### src/rtl/adder_pkg.sv
// Shared constants and elaboration helpers for the pipelined ripple-carry adder.
// Both the slice width and the parameter-legality check are derived here.
package adder_pkg;

  localparam int MODE_UNSIGNED = 0;
  localparam int MODE_SIGNED   = 1;

  function automatic int slice_w(input int width, input int stages);
    return width / stages;
  endfunction

  function automatic bit params_ok(input int width, input int stages);
    return (width >= 2) && (stages >= 1) && (stages <= width) && ((width % stages) == 0);
  endfunction

endpackage

### src/rtl/fa_cell.sv
// Bit-level full adder built from two half adders plus an OR.
// The half adder is kept as its own cell so the structure maps one-to-one onto gates.
module half_adder (
  input  logic a_i,
  input  logic b_i,
  output logic sum_o,
  output logic carry_o
);

  assign sum_o   = a_i ^ b_i;
  assign carry_o = a_i & b_i;

endmodule

module fa_cell (
  input  logic a_i,
  input  logic b_i,
  input  logic c_i,
  output logic sum_o,
  output logic carry_o
);

  logic s0;
  logic c0;
  logic c1;

  half_adder u_ha0 (.a_i(a_i), .b_i(b_i), .sum_o(s0),    .carry_o(c0));
  half_adder u_ha1 (.a_i(s0),  .b_i(c_i), .sum_o(sum_o), .carry_o(c1));

  // Both half-adder carries can never be high together, so OR equals XOR here.
  assign carry_o = c0 | c1;

endmodule

### src/rtl/pipelined_rca_adder.sv
// Pipelined ripple-carry adder: one SW-bit slice resolved per stage, carry registered
// between slices, unconsumed operand bits skewed forward and finished sum bits deskewed.
module pipelined_rca_adder
  import adder_pkg::*;
#(
  parameter int WIDTH  = 16,
  parameter int STAGES = 4,
  parameter int SIGNED = MODE_SIGNED
) (
  input  logic             clk,
  input  logic             rst,
  input  logic             in_valid,
  output logic             in_ready,
  input  logic [WIDTH-1:0] a,
  input  logic [WIDTH-1:0] b,
  input  logic             cin,
  output logic             out_valid,
  input  logic             out_ready,
  output logic [WIDTH-1:0] sum,
  output logic             cout,
  output logic             ovf
);

  localparam int SW   = slice_w(WIDTH, STAGES);
  localparam int LAST = STAGES - 1;

  if (!params_ok(WIDTH, STAGES)) begin : g_param_check
    $fatal(1, "pipelined_rca_adder: need WIDTH >= 2, 1 <= STAGES <= WIDTH, WIDTH %% STAGES == 0");
  end

  logic advance;

  // Global stall: every stage moves together or none does.
  assign advance  = !out_valid || out_ready;
  // Reset empties the pipe, so the source may be told it is ready while rst is high.
  assign in_ready = rst || advance;

  for (genvar k = 0; k < STAGES; k++) begin : g_stage
    localparam int IN_W  = WIDTH - k * SW;
    localparam int OUT_W = (k + 1) * SW;

    logic [IN_W-1:0]  a_in;
    logic [IN_W-1:0]  b_in;
    logic             carry_in;
    logic             valid_d;
    logic             amsb_d;
    logic             bmsb_d;
    logic [OUT_W-1:0] sum_d;
    logic [SW:0]      c;
    logic [SW-1:0]    s;

    logic             valid_q;
    logic             carry_q;
    logic             amsb_q;
    logic             bmsb_q;
    logic [OUT_W-1:0] sum_q;

    if (k == 0) begin : g_head
      assign a_in     = a;
      assign b_in     = b;
      assign carry_in = cin;
      assign valid_d  = in_valid;
      assign amsb_d   = a[WIDTH-1];
      assign bmsb_d   = b[WIDTH-1];
      assign sum_d    = s;
    end else begin : g_link
      assign a_in     = g_stage[k-1].g_skew.a_q;
      assign b_in     = g_stage[k-1].g_skew.b_q;
      assign carry_in = g_stage[k-1].carry_q;
      assign valid_d  = g_stage[k-1].valid_q;
      assign amsb_d   = g_stage[k-1].amsb_q;
      assign bmsb_d   = g_stage[k-1].bmsb_q;
      assign sum_d    = {s, g_stage[k-1].sum_q};
    end

    assign c[0] = carry_in;

    for (genvar i = 0; i < SW; i++) begin : g_bit
      fa_cell u_fa (
        .a_i    (a_in[i]),
        .b_i    (b_in[i]),
        .c_i    (c[i]),
        .sum_o  (s[i]),
        .carry_o(c[i+1])
      );
    end

    // NOTE: non-blocking assignments so every stage samples its neighbour's pre-edge value.
    always_ff @(posedge clk) begin
      if (rst) begin
        valid_q <= 1'b0;
        carry_q <= 1'b0;
        amsb_q  <= 1'b0;
        bmsb_q  <= 1'b0;
        sum_q   <= '0;
      end else if (advance) begin
        valid_q <= valid_d;
        carry_q <= c[SW];
        amsb_q  <= amsb_d;
        bmsb_q  <= bmsb_d;
        sum_q   <= sum_d;
      end
    end

    // Only operand bits above this slice still need to travel downstream.
    if (IN_W > SW) begin : g_skew
      logic [IN_W-SW-1:0] a_q;
      logic [IN_W-SW-1:0] b_q;

      always_ff @(posedge clk) begin
        if (rst) begin
          a_q <= '0;
          b_q <= '0;
        end else if (advance) begin
          a_q <= a_in[IN_W-1:SW];
          b_q <= b_in[IN_W-1:SW];
        end
      end
    end
  end

  assign out_valid = g_stage[LAST].valid_q;
  assign sum       = g_stage[LAST].sum_q;
  assign cout      = g_stage[LAST].carry_q;

  if (SIGNED == MODE_SIGNED) begin : g_ovf_signed
    assign ovf = (g_stage[LAST].amsb_q == g_stage[LAST].bmsb_q) &&
                 (sum[WIDTH-1] != g_stage[LAST].amsb_q);
  end else begin : g_ovf_unsigned
    assign ovf = cout;
  end

endmodule

### config.mk
export PLATFORM = sky130hd
export DESIGN_NAME = pipelined_rca_adder
export DESIGN_NICKNAME = d
export VERILOG_FILES = /design/src/rtl/adder_pkg.sv /design/src/rtl/fa_cell.sv /design/src/rtl/pipelined_rca_adder.sv
export SDC_FILE = /design/constraint.sdc
export NUM_CORES = 1
export LEC_CHECK = 0
export BUFFER_PORTS_ARGS = -buffer_cell sky130_fd_sc_hd__buf_2
export CORE_MARGIN = 5
export CORE_UTILIZATION = 62
export CTS_CLUSTER_DIAMETER = 40
export DETAILED_ROUTE_END_ITERATION = 8
export PLACE_DENSITY = 0.85
export SKIP_CTS_REPAIR_TIMING = 1
export SLEW_MARGIN = 10
export SYNTH_ARGS = -nofsm -noshare
export SYNTH_HDL_FRONTEND = slang
export SYNTH_SLANG_ARGS = --single-unit
### constraint.sdc
create_clock -name clk -period 3.9 [get_ports clk]
set_input_delay 0.78 -clock clk [delete_from_list [all_inputs] [get_ports clk]]
set_output_delay 0.78 -clock clk [all_outputs]
set_load 0.01 [all_outputs]
==> flow_metrics.env, run 1 <==
export IMPL_fp_dieArea_um2=9010
export IMPL_core_um2=7140
export IMPL_leakagePower_nw=1.87
export IMPL_maxSlewHeadroom_pct=35.0
export IMPL_final_util_pct=68.3
export IMPL_arrival_ns=1.72
export IMPL_routed_via_density=5.22
export IMPL_worst_setup_path_start_kind="primary input"
export IMPL_clockBufferDepth=2
export IMPL_dr_pass1_iters=4
export IMPL_antenna_left=0
export IMPL_avgSynthCellArea_um2=10.7
export IMPL_cts_tree="done"
export IMPL_clk_pin_slew_ns=0.08
export IMPL_hold_viol=0
export IMPL_grt_usage_pct=18.2
export IMPL_syn_inst=419
export IMPL_ys_seq_area_share_pct=43.9
export IMPL_grt_max_degree=138
export IMPL_numCtsBuffers=9
export IMPL_ys_ff_latch=98
export IMPL_diodes=0
export IMPL_start_util_pct=62.6
export IMPL_grt_pass1_vias=2852
export IMPL_synth_top_family_by_area="simple AND/OR/NAND/NOR gates"
export IMPL_grt_use_met3_pct=4.46
export IMPL_route_vias_total=2900
export IMPL_grt_pass1_wl_um=13000
export IMPL_clkLatencyLatePin_ns=0.35
export IMPL_syn2layout_area_growth_pct=8.99
export IMPL_synth_fa_ha_area_share_pct=7.17
export IMPL_maxCapViolations=0
export IMPL_hpwl_um=4730
export IMPL_peakVddDrop_mv=0.190
export IMPL_finalSetupViolCount=0
export IMPL_slew_violations=0
export IMPL_wire_per_inst_um=13.8
export IMPL_slowest_delay_ns=0.63
export IMPL_die_h_um=94.9
export IMPL_ys_warn_count=0
export IMPL_drc_errors=0
export IMPL_outcome="finished, final reports clean"
export IMPL_fin_crit_ns=2.50
export IMPL_hp_class="flip-flop to flip-flop"
export IMPL_rsz0062_at_grt="no"
export IMPL_synthXorXnorAreaFrac_pct=0
export IMPL_setup_tns_ns=0
export IMPL_critPathMaxFanout=53
export IMPL_use_met2_pct=28.4
export IMPL_cp_cell_sequence="buf_2 -> nor2b_4 -> nand2b_1 -> buf_2"
export IMPL_fin_skew_ns=0.00878
export IMPL_grt_antenna_before_repair=0
export IMPL_cpMostUsedCell="buf_2"
export IMPL_placed_area_um2=4680
export IMPL_setup_worst_path_class="primary input to output pin"
export IMPL_syn_nets=472
export IMPL_htree_levels=3
export IMPL_ios=57
export IMPL_endpoint_kind="output pin"
export IMPL_fin_crit_sh_pct=64.2
export IMPL_muxShareOfSynthArea_pct=10.3
export IMPL_synth_cell_types=21
export IMPL_hold_depth=2
export IMPL_holdWs_ns=0.463
export IMPL_powerDensity_nw_per_um2=387
export IMPL_grt_overflow=0
export IMPL_clock_sinks=98
export IMPL_clock_root_buffer="clkbuf_8"
export IMPL_cpMaxStageDelayCell="buf_2"
export IMPL_rows=31
export IMPL_layout_nets=507
export IMPL_fmax_mhz=399
export IMPL_gr_usage_met1_pct=24.2
export IMPL_busiest_layer="met2"
export IMPL_drt_initial_drc_count=98
export IMPL_reg2reg_depth=8
export IMPL_wl_um=7650
export IMPL_fin_area_um2=4870
export IMPL_port_buffers=56
export IMPL_synth_compound_area_share_pct=6.63
export IMPL_gp_congestion=0.748
export IMPL_fp_dieW_um=94.9
export IMPL_syn_area_um2=4470
export IMPL_final_layout_size_suffix_gt1_share_pct=16.4
export IMPL_p_total_mw=1.88
export IMPL_synth_simple_gate_area_share_pct=24.4
export IMPL_cp_required_ns=3.12
export IMPL_worst_slew_pin_slew_ns=0.975
## stage by stage
stage | worst slack [ns] | instances
after floorplan | 1.41 | 419
after global placement | 1.28 | 542
after detailed placement | 1.17 | 542
after CTS | 1.40 | 556
after global routing | 1.30 | 556
final | 1.40 | 556
## area by class of cell
cell class | count | area, um2
fill | 588 | 2270
sequential | 98 | 1960
clock inverter | 4 | 53.8
inverter | 29 | 109
tap | 99 | 124
clock buffer | 10 | 138
multi-input combinational | 256 | 2170
timing repair buffer | 60 | 310
## kinds of logic after synthesis
| group | Yosys count |
|---|---|
| flip-flops | 98 |
| multiplexers | 46 |
| buffers and inverters | 65 |
| AND/OR/NAND/NOR | 141 |
| AO/OA/AOI/OAI | 53 |
| adder cells (fa/ha/maj) | 16 |
## cell usage in the layout (no fill, tap or decap)
cell type and n:
a211oi_1 12, a21oi_1 1, buf_2 56, buf_4 4, bufinv_16 1, clkbuf_8 10
clkinv_4 1, clkinvlp_4 2, dfxtp_1 98, fa_1 16, inv_1 29, mux2i_1 46
nand2_1 1, nand2b_1 88, nand4bb_1 24, nor2b_4 1, nor3b_1 12, o21ai_0 38
o21ai_1 1, o22ai_1 1, or4bb_1 15
## power by group
group,switching [mW],leakage [nW],total [mW],internal [mW]
Combinational,0.0863,0.971,0.171,0.0849
Sequential,0.0222,0.806,1.08,1.06
Clock,0.327,0.0904,0.635,0.308
Total,0.436,1.87,1.88,1.45
## registers in the layout, summed over array words and instances (netlist names)
signal              flops
g_stage.sum_q          24
g_stage.amsb_q          4
cout                    1
g_stage.bmsb_q          4
out_valid               1
g_stage.g_skew.b_q     21
g_stage.g_skew.a_q     21
g_stage.valid_q         3
sum                    16
g_stage.carry_q         3
## path summary, 6_finish.rpt
kind / from / to / slack [ns]
setup / recovery: out_ready / in_ready / 1.40
hold / removal: g_stage[2].valid_q / out_valid / 0.46
setup reg to reg: g_stage[2].g_skew.b_q[0] / sum[15] / 1.51
hold reg to reg: g_stage[2].valid_q / out_valid / 0.46
## critical path, delay by kind of cell
kind / cells / cell delay [ns]
buf+inv: 2 / 0.76
simple gates: 2 / 0.17
## metal layers
metal / up-vias / wire length, um
met3: 12 / 295
met5: - / 0
li1: 1482 / -
met4: 0 / 162
met1: 1355 / 3640
met2: 51 / 3550
## cell usage after synthesis, drive strengths merged
master / count / area (um2)
a211oi: 12 / 90.1
a21oi: 1 / 5.00
buf: 13 / 136
clkbuf: 23 / 92.6
dfxtp: 98 / 1960
fa: 16 / 320
inv: 29 / 109
mux2i: 46 / 460
nand2: 1 / 3.75
nand2b: 88 / 551
nand4bb: 24 / 270
nor2b: 1 / 8.76
nor3b: 12 / 90.1
o21ai: 39 / 195
o22ai: 1 / 6.26
or4bb: 15 / 169
Power figures use the tool's default switching activity.
==> run 2, diff against run 1 <==
--- a/config.mk
+++ b/config.mk
@@ -7,10 +7,10 @@
 export LEC_CHECK = 0
 export BUFFER_PORTS_ARGS = -buffer_cell sky130_fd_sc_hd__buf_2
 export CORE_MARGIN = 5
-export CORE_UTILIZATION = 62
+export CORE_UTILIZATION = 58
 export CTS_CLUSTER_DIAMETER = 40
 export DETAILED_ROUTE_END_ITERATION = 8
-export PLACE_DENSITY = 0.85
+export PLACE_DENSITY = 0.8
 export SKIP_CTS_REPAIR_TIMING = 1
 export SLEW_MARGIN = 10
 export SYNTH_ARGS = -nofsm -noshare
==> constraint.sdc (replaced) <==
create_clock -name clk -period 2.5 [get_ports clk]
set_input_delay 0.5 -clock clk [delete_from_list [all_inputs] [get_ports clk]]
set_output_delay 0.5 -clock clk [all_outputs]
set_load 0.01 [all_outputs]
==> flow_metrics.env, run 2 (synthesized netlist as in run 1, its figures left out) <==
export IMPL_fin_skew_ns=0.00883
export IMPL_clkLatencyLatePin_ns=0.35
export IMPL_layout_cells_most_common_list="98 x dfxtp_1, 88 x nand2b_1, 56 x buf_2"
export IMPL_fp_dieArea_um2=9560
export IMPL_port_buffers=56
export IMPL_final_layout_size_suffix_gt1_share_pct=16.9
export IMPL_layout_nets=512
export IMPL_gr_usage_met1_pct=23.0
export IMPL_busiest_layer="met2"
export IMPL_fp_dieW_um=97.8
export IMPL_reg2reg_depth=8
export IMPL_syn2layout_area_growth_pct=9.80
export IMPL_arrival_ns=2.58
export IMPL_grt_antenna_before_repair=0
export IMPL_nFillCells=671
export IMPL_cp_cell_sequence="inv_1 -> fa_1 -> inv_1 -> fa_1 -> fa_1 -> inv_1 -> fa_1 -> a211oi_1"
export IMPL_hp_class="primary input to flip-flop"
export IMPL_largest_reg_flops=24
export IMPL_leakagePower_nw=1.89
export IMPL_cpMostUsedCell="fa_1"
export IMPL_clockBufferDepth=2
export IMPL_peakVddDrop_mv=0.290
export IMPL_critPathMaxFanout=2
export IMPL_largest_register="g_stage.sum_q"
export IMPL_diodes=0
export IMPL_hold_depth=3
export IMPL_powerDensity_nw_per_um2=591
export IMPL_grt_usage_pct=17.1
export IMPL_final_util_pct=64.5
export IMPL_hpwl_um=5120
export IMPL_maxSlewHeadroom_pct=68.8
export IMPL_clk_pin_slew_ns=0.09
export IMPL_fin_crit_sh_pct=92.5
export IMPL_use_met2_pct=27.3
export IMPL_cts_tree="done"
export IMPL_min_from="b[10]"
export IMPL_area_sequential_um2=1960
export IMPL_endpoint_kind="flip-flop"
export IMPL_outcome="finished, final reports clean"
export IMPL_r2r_slack_ns=0.19
export IMPL_grt_pass1_vias=2940
export IMPL_ios=57
export IMPL_setup_tns_ns=0
export IMPL_holdWs_ns=0.393
export IMPL_routed_via_density=5.19
export IMPL_core_um2=7610
export IMPL_hold_viol=0
export IMPL_layout_commonest_cell="dfxtp_1"
export IMPL_grt_use_met3_pct=2.71
export IMPL_cp_required_ns=2.77
export IMPL_drc_errors=0
export IMPL_multi_input_area_um2=2170
export IMPL_fmax_mhz=432
export IMPL_largestRegisters="g_stage.sum_q (24), g_stage.g_skew.a_q (21), g_stage.g_skew.b_q (21)"
export IMPL_wire_per_inst_um=14.0
export IMPL_dr_pass1_iters=4
export IMPL_grt_pass1_wl_um=13600
export IMPL_route_vias_total=2925
export IMPL_slowest_delay_ns=0.45
export IMPL_start_util_pct=58.7
export IMPL_dp_slack_ns=0.0251
export IMPL_finalSetupViolCount=0
export IMPL_antenna_left=0
export IMPL_setup_worst_path_class="flip-flop to flip-flop"
export IMPL_grt_max_degree=77
export IMPL_rows=32
export IMPL_setup_slack_ns=0.187
export IMPL_clock_sinks=98
export IMPL_r2r_end="sum[15]"
export IMPL_die_h_um=97.8
export IMPL_slew_violations=0
export IMPL_drt_initial_drc_count=95
export IMPL_fin_crit_ns=2.31
export IMPL_reg2reg_from="g_stage[2].carry_q"
export IMPL_hold_path_endpoint="g_stage[0].g_skew.b_q[6]"
export IMPL_cpMaxStageDelayCell="fa_1"
export IMPL_grt_overflow=0
export IMPL_htree_levels=3
export IMPL_clock_root_buffer="clkbuf_8"
export IMPL_worst_setup_path_start_kind="flip-flop"
export IMPL_wl_um=7880
export IMPL_worst_slew_pin_slew_ns=0.468
export IMPL_maxCapViolations=0
export IMPL_numCtsBuffers=9
export IMPL_p_total_mw=2.90
export IMPL_gp_congestion=0.751
export IMPL_rsz0062_at_grt="no"
run 2: cell count changes in the layout (fill, tap and decap cells not counted), sizes merged:
cell      delta
clkinvlp     -1
buf          +5
clkbuf       +1
run 2: through the flow:
step / cell area, um2 / std cells
after global placement: 4730 / 550
after detailed placement: 4730 / 550
after floorplan: 4470 / 419
after CTS: 4910 / 564
after global routing: 4910 / 564
final: 4910 / 564
run 2: where the power goes:
part / total, mW / switching [mW] / internal, mW
registers: 1.68 / 0.0356 / 1.65
logic: 0.273 / 0.137 / 0.136
clock network: 0.944 / 0.493 / 0.451
total: 2.90 / 0.666 / 2.23
run 2: worst max-delay path by stage:
stage          depth (start not counted)  slack (ns)                  end                from
2_1_floorplan                          8        0.29  g_stage[0].sum_q[3]                a[0]
3_3_place_gp                           9        0.17  g_stage[0].sum_q[3]                a[0]
3_5_place_dp                           9        0.03  g_stage[0].sum_q[3]                a[0]
4_1_cts                                8        0.14              sum[15]  g_stage[2].carry_q
5_1_grt                                8        0.02              sum[15]  g_stage[2].carry_q
6_report                               8        0.19              sum[15]  g_stage[2].carry_q
run 2: critical path, delay by kind of cell, from the launching register on:
family                     cells  cell delay [ns]
adders and majority gates      4             1.48
DFF                            1             0.32
buffers and inverters          3             0.23
AOI/OAI and AO/OA              1             0.20
run 2: per-layer routing:
| metal | vias up | wire, um |
|---|---|---|
| li1 | 1490 | - |
| met5 | - | 0 |
| met1 | 1378 | 3690 |
| met2 | 47 | 3800 |
| met3 | 10 | 257 |
| met4 | 0 | 133 |
run 2: final cells by class:
class,instances,share of cell area [%]
Sequential cell,98,40.0
Timing Repair Buffer,65,7.34
Tap cell,102,2.60
Clock buffer,11,2.68
Clock inverter,3,0.867
Inverter,29,2.22
Multi-Input combinational cell,256,44.3
==> run 3, diff against run 2 <==
--- a/config.mk
+++ b/config.mk
@@ -10,6 +10,7 @@
 export CORE_UTILIZATION = 58
 export CTS_CLUSTER_DIAMETER = 40
 export DETAILED_ROUTE_END_ITERATION = 8
+export GPL_TIMING_DRIVEN = 0
 export PLACE_DENSITY = 0.8
 export SKIP_CTS_REPAIR_TIMING = 1
 export SLEW_MARGIN = 10
==> flow_metrics.env, run 3 (synthesized netlist as in run 1, its figures left out) <==
export IMPL_wl_um=9690
export IMPL_dr_pass1_iters=4
export IMPL_core_um2=7610
export IMPL_holdWs_ns=0.384
export IMPL_grt_overflow=0
export IMPL_final_layout_size_suffix_gt1_share_pct=18.2
export IMPL_hold_viol=0
export IMPL_fp_dieW_um=97.8
export IMPL_layout_nets=538
export IMPL_antenna_left=0
export IMPL_r2r_end="g_stage[1].sum_q[7]"
export IMPL_fin_crit_sh_pct=92.1
export IMPL_fin_skew_ns=0.0145
export IMPL_placed_area_um2=4870
export IMPL_maxSlewHeadroom_pct=64.3
export IMPL_fmax_mhz=434
export IMPL_layout_commonest_cell="dfxtp_1"
export IMPL_layout_cells_most_common_list="98 x dfxtp_1, 88 x nand2b_1, 61 x buf_2"
export IMPL_leakagePower_nw=1.98
export IMPL_htree_levels=3
export IMPL_fp_dieArea_um2=9560
export IMPL_r2r_slack_ns=0.20
export IMPL_largest_reg_flops=24
export IMPL_ios=57
export IMPL_hp_class="primary input to flip-flop"
export IMPL_clock_sinks=98
export IMPL_port_buffers=55
export IMPL_route_met2_wl_um=4760
export IMPL_powerDensity_nw_per_um2=612
export IMPL_rsz0062_at_grt="no"
export IMPL_reg2reg_depth=8
export IMPL_die_h_um=97.8
export IMPL_grt_pass1_wl_um=16300
export IMPL_slew_violations=0
export IMPL_nFillCells=627
export IMPL_dr_max_layer_used="met4"
export IMPL_finalSetupViolCount=0
export IMPL_start_util_pct=58.7
export IMPL_syn2layout_area_growth_pct=14.1
export IMPL_arrival_ns=2.59
export IMPL_rows=32
export IMPL_p_total_mw=3.12
export IMPL_maxCapViolations=0
export IMPL_routed_via_density=5.34
export IMPL_route_vias_total=3160
export IMPL_numCtsBuffers=9
export IMPL_grt_pass1_vias=3294
export IMPL_clock_root_buffer="clkbuf_8"
export IMPL_dr_wl_met3_um=460
export IMPL_setup_tns_ns=0
export IMPL_reg2reg_from="g_stage[0].carry_q"
export IMPL_crit_path_start="g_stage[0].carry_q"
export IMPL_grt_usage_pct=21.2
export IMPL_clk_pin_slew_ns=0.10
export IMPL_diodes=0
export IMPL_drc_errors=0
export IMPL_largest_register="g_stage.sum_q"
export IMPL_fin_area_um2=5100
export IMPL_critPathMaxFanout=2
export IMPL_worst_setup_path_start_kind="flip-flop"
export IMPL_dp_cells=576
export IMPL_grt_antenna_before_repair=0
export IMPL_gp_congestion=0.816
export IMPL_grt_max_degree=17
export IMPL_clockBufferDepth=2
export IMPL_fin_crit_ns=2.30
export IMPL_met1_length_um=4210
export IMPL_largestRegisters="g_stage.sum_q (24), g_stage.g_skew.a_q (21), g_stage.g_skew.b_q (21)"
export IMPL_endpoint_kind="flip-flop"
export IMPL_clkLatencyLatePin_ns=0.36
export IMPL_outcome="finished, final reports clean"
export IMPL_peakVddDrop_mv=0.306
export IMPL_worst_slew_pin_slew_ns=0.535
export IMPL_cp_required_ns=2.79
export IMPL_cts_tree="done"
export IMPL_setup_worst_path_class="flip-flop to flip-flop"
export IMPL_worstSetupEndpoint="g_stage[1].sum_q[7]"
export IMPL_wire_per_inst_um=16.4
export IMPL_hpwl_um=6930
export IMPL_final_cells=592
export IMPL_hold_depth=3
export IMPL_drt_initial_drc_count=170
==> run 3: cell types whose count changed in the layout (fill, tap and decap cells not counted), sizes merged <==
cell	previous run	this run
buf	65	68
clkbuf	11	34
inv	29	30
clkinvlp	1	0
bufinv	1	2
clkinv	1	2
==> run 3: area by class of cell <==
type                       count  area, um2  share of cell area [%]
buffer                        36        229                    4.49
tap                          102        128                    2.50
sequential                    98       1960                    38.5
timing repair buffer          55        275                    5.40
inverter                      29        109                    2.13
clock inverter                 5       86.3                    1.69
clock buffer                  11        141                    2.77
multi-input combinational    256       2170                    42.5
==> run 3: worst min-delay path by stage <==
stage / from / to
after floorplan: g_stage[2].valid_q / out_valid
after global placement: g_stage[2].valid_q / out_valid
final: a[15] / g_stage[0].amsb_q
after detailed placement: g_stage[2].valid_q / out_valid
after CTS: b[11] / g_stage[0].g_skew.b_q[7]
after global routing: a[13] / g_stage[0].g_skew.a_q[9]
==> run 3: power by group <==
part,internal (mW),switching (mW)
combinational,0.143,0.153
sequential,1.65,0.0370
clock,0.599,0.544
==> run 3: worst max-delay path, cell delays in order, from the launching register on <==
cell	delay [ns]
dfxtp_1	0.33
inv_1	0.08
fa_1	0.17
inv_1	0.06
fa_1	0.47
fa_1	0.42
inv_1	0.09
fa_1	0.40
a211oi_1	0.20
==> run 3: through the flow <==
| step | utilization [%] | setup slack (ns) |
|---|---|---|
| final | 67.0 | 0.197 |
| after global routing | 67.0 | 0.0159 |
| after CTS | 67.0 | 0.179 |
| after detailed placement | 64.0 | 0.114 |
| after global placement | 64.0 | 0.154 |
| after floorplan | - | 0.294 |
==> run 3: metal layers <==
layer / track usage, % / up-vias
li1: - / 1550
met5: 0 / -
met4: 9.05 / 0
met3: 3.86 / 20
met2: 35.2 / 81
met1: 27.1 / 1509
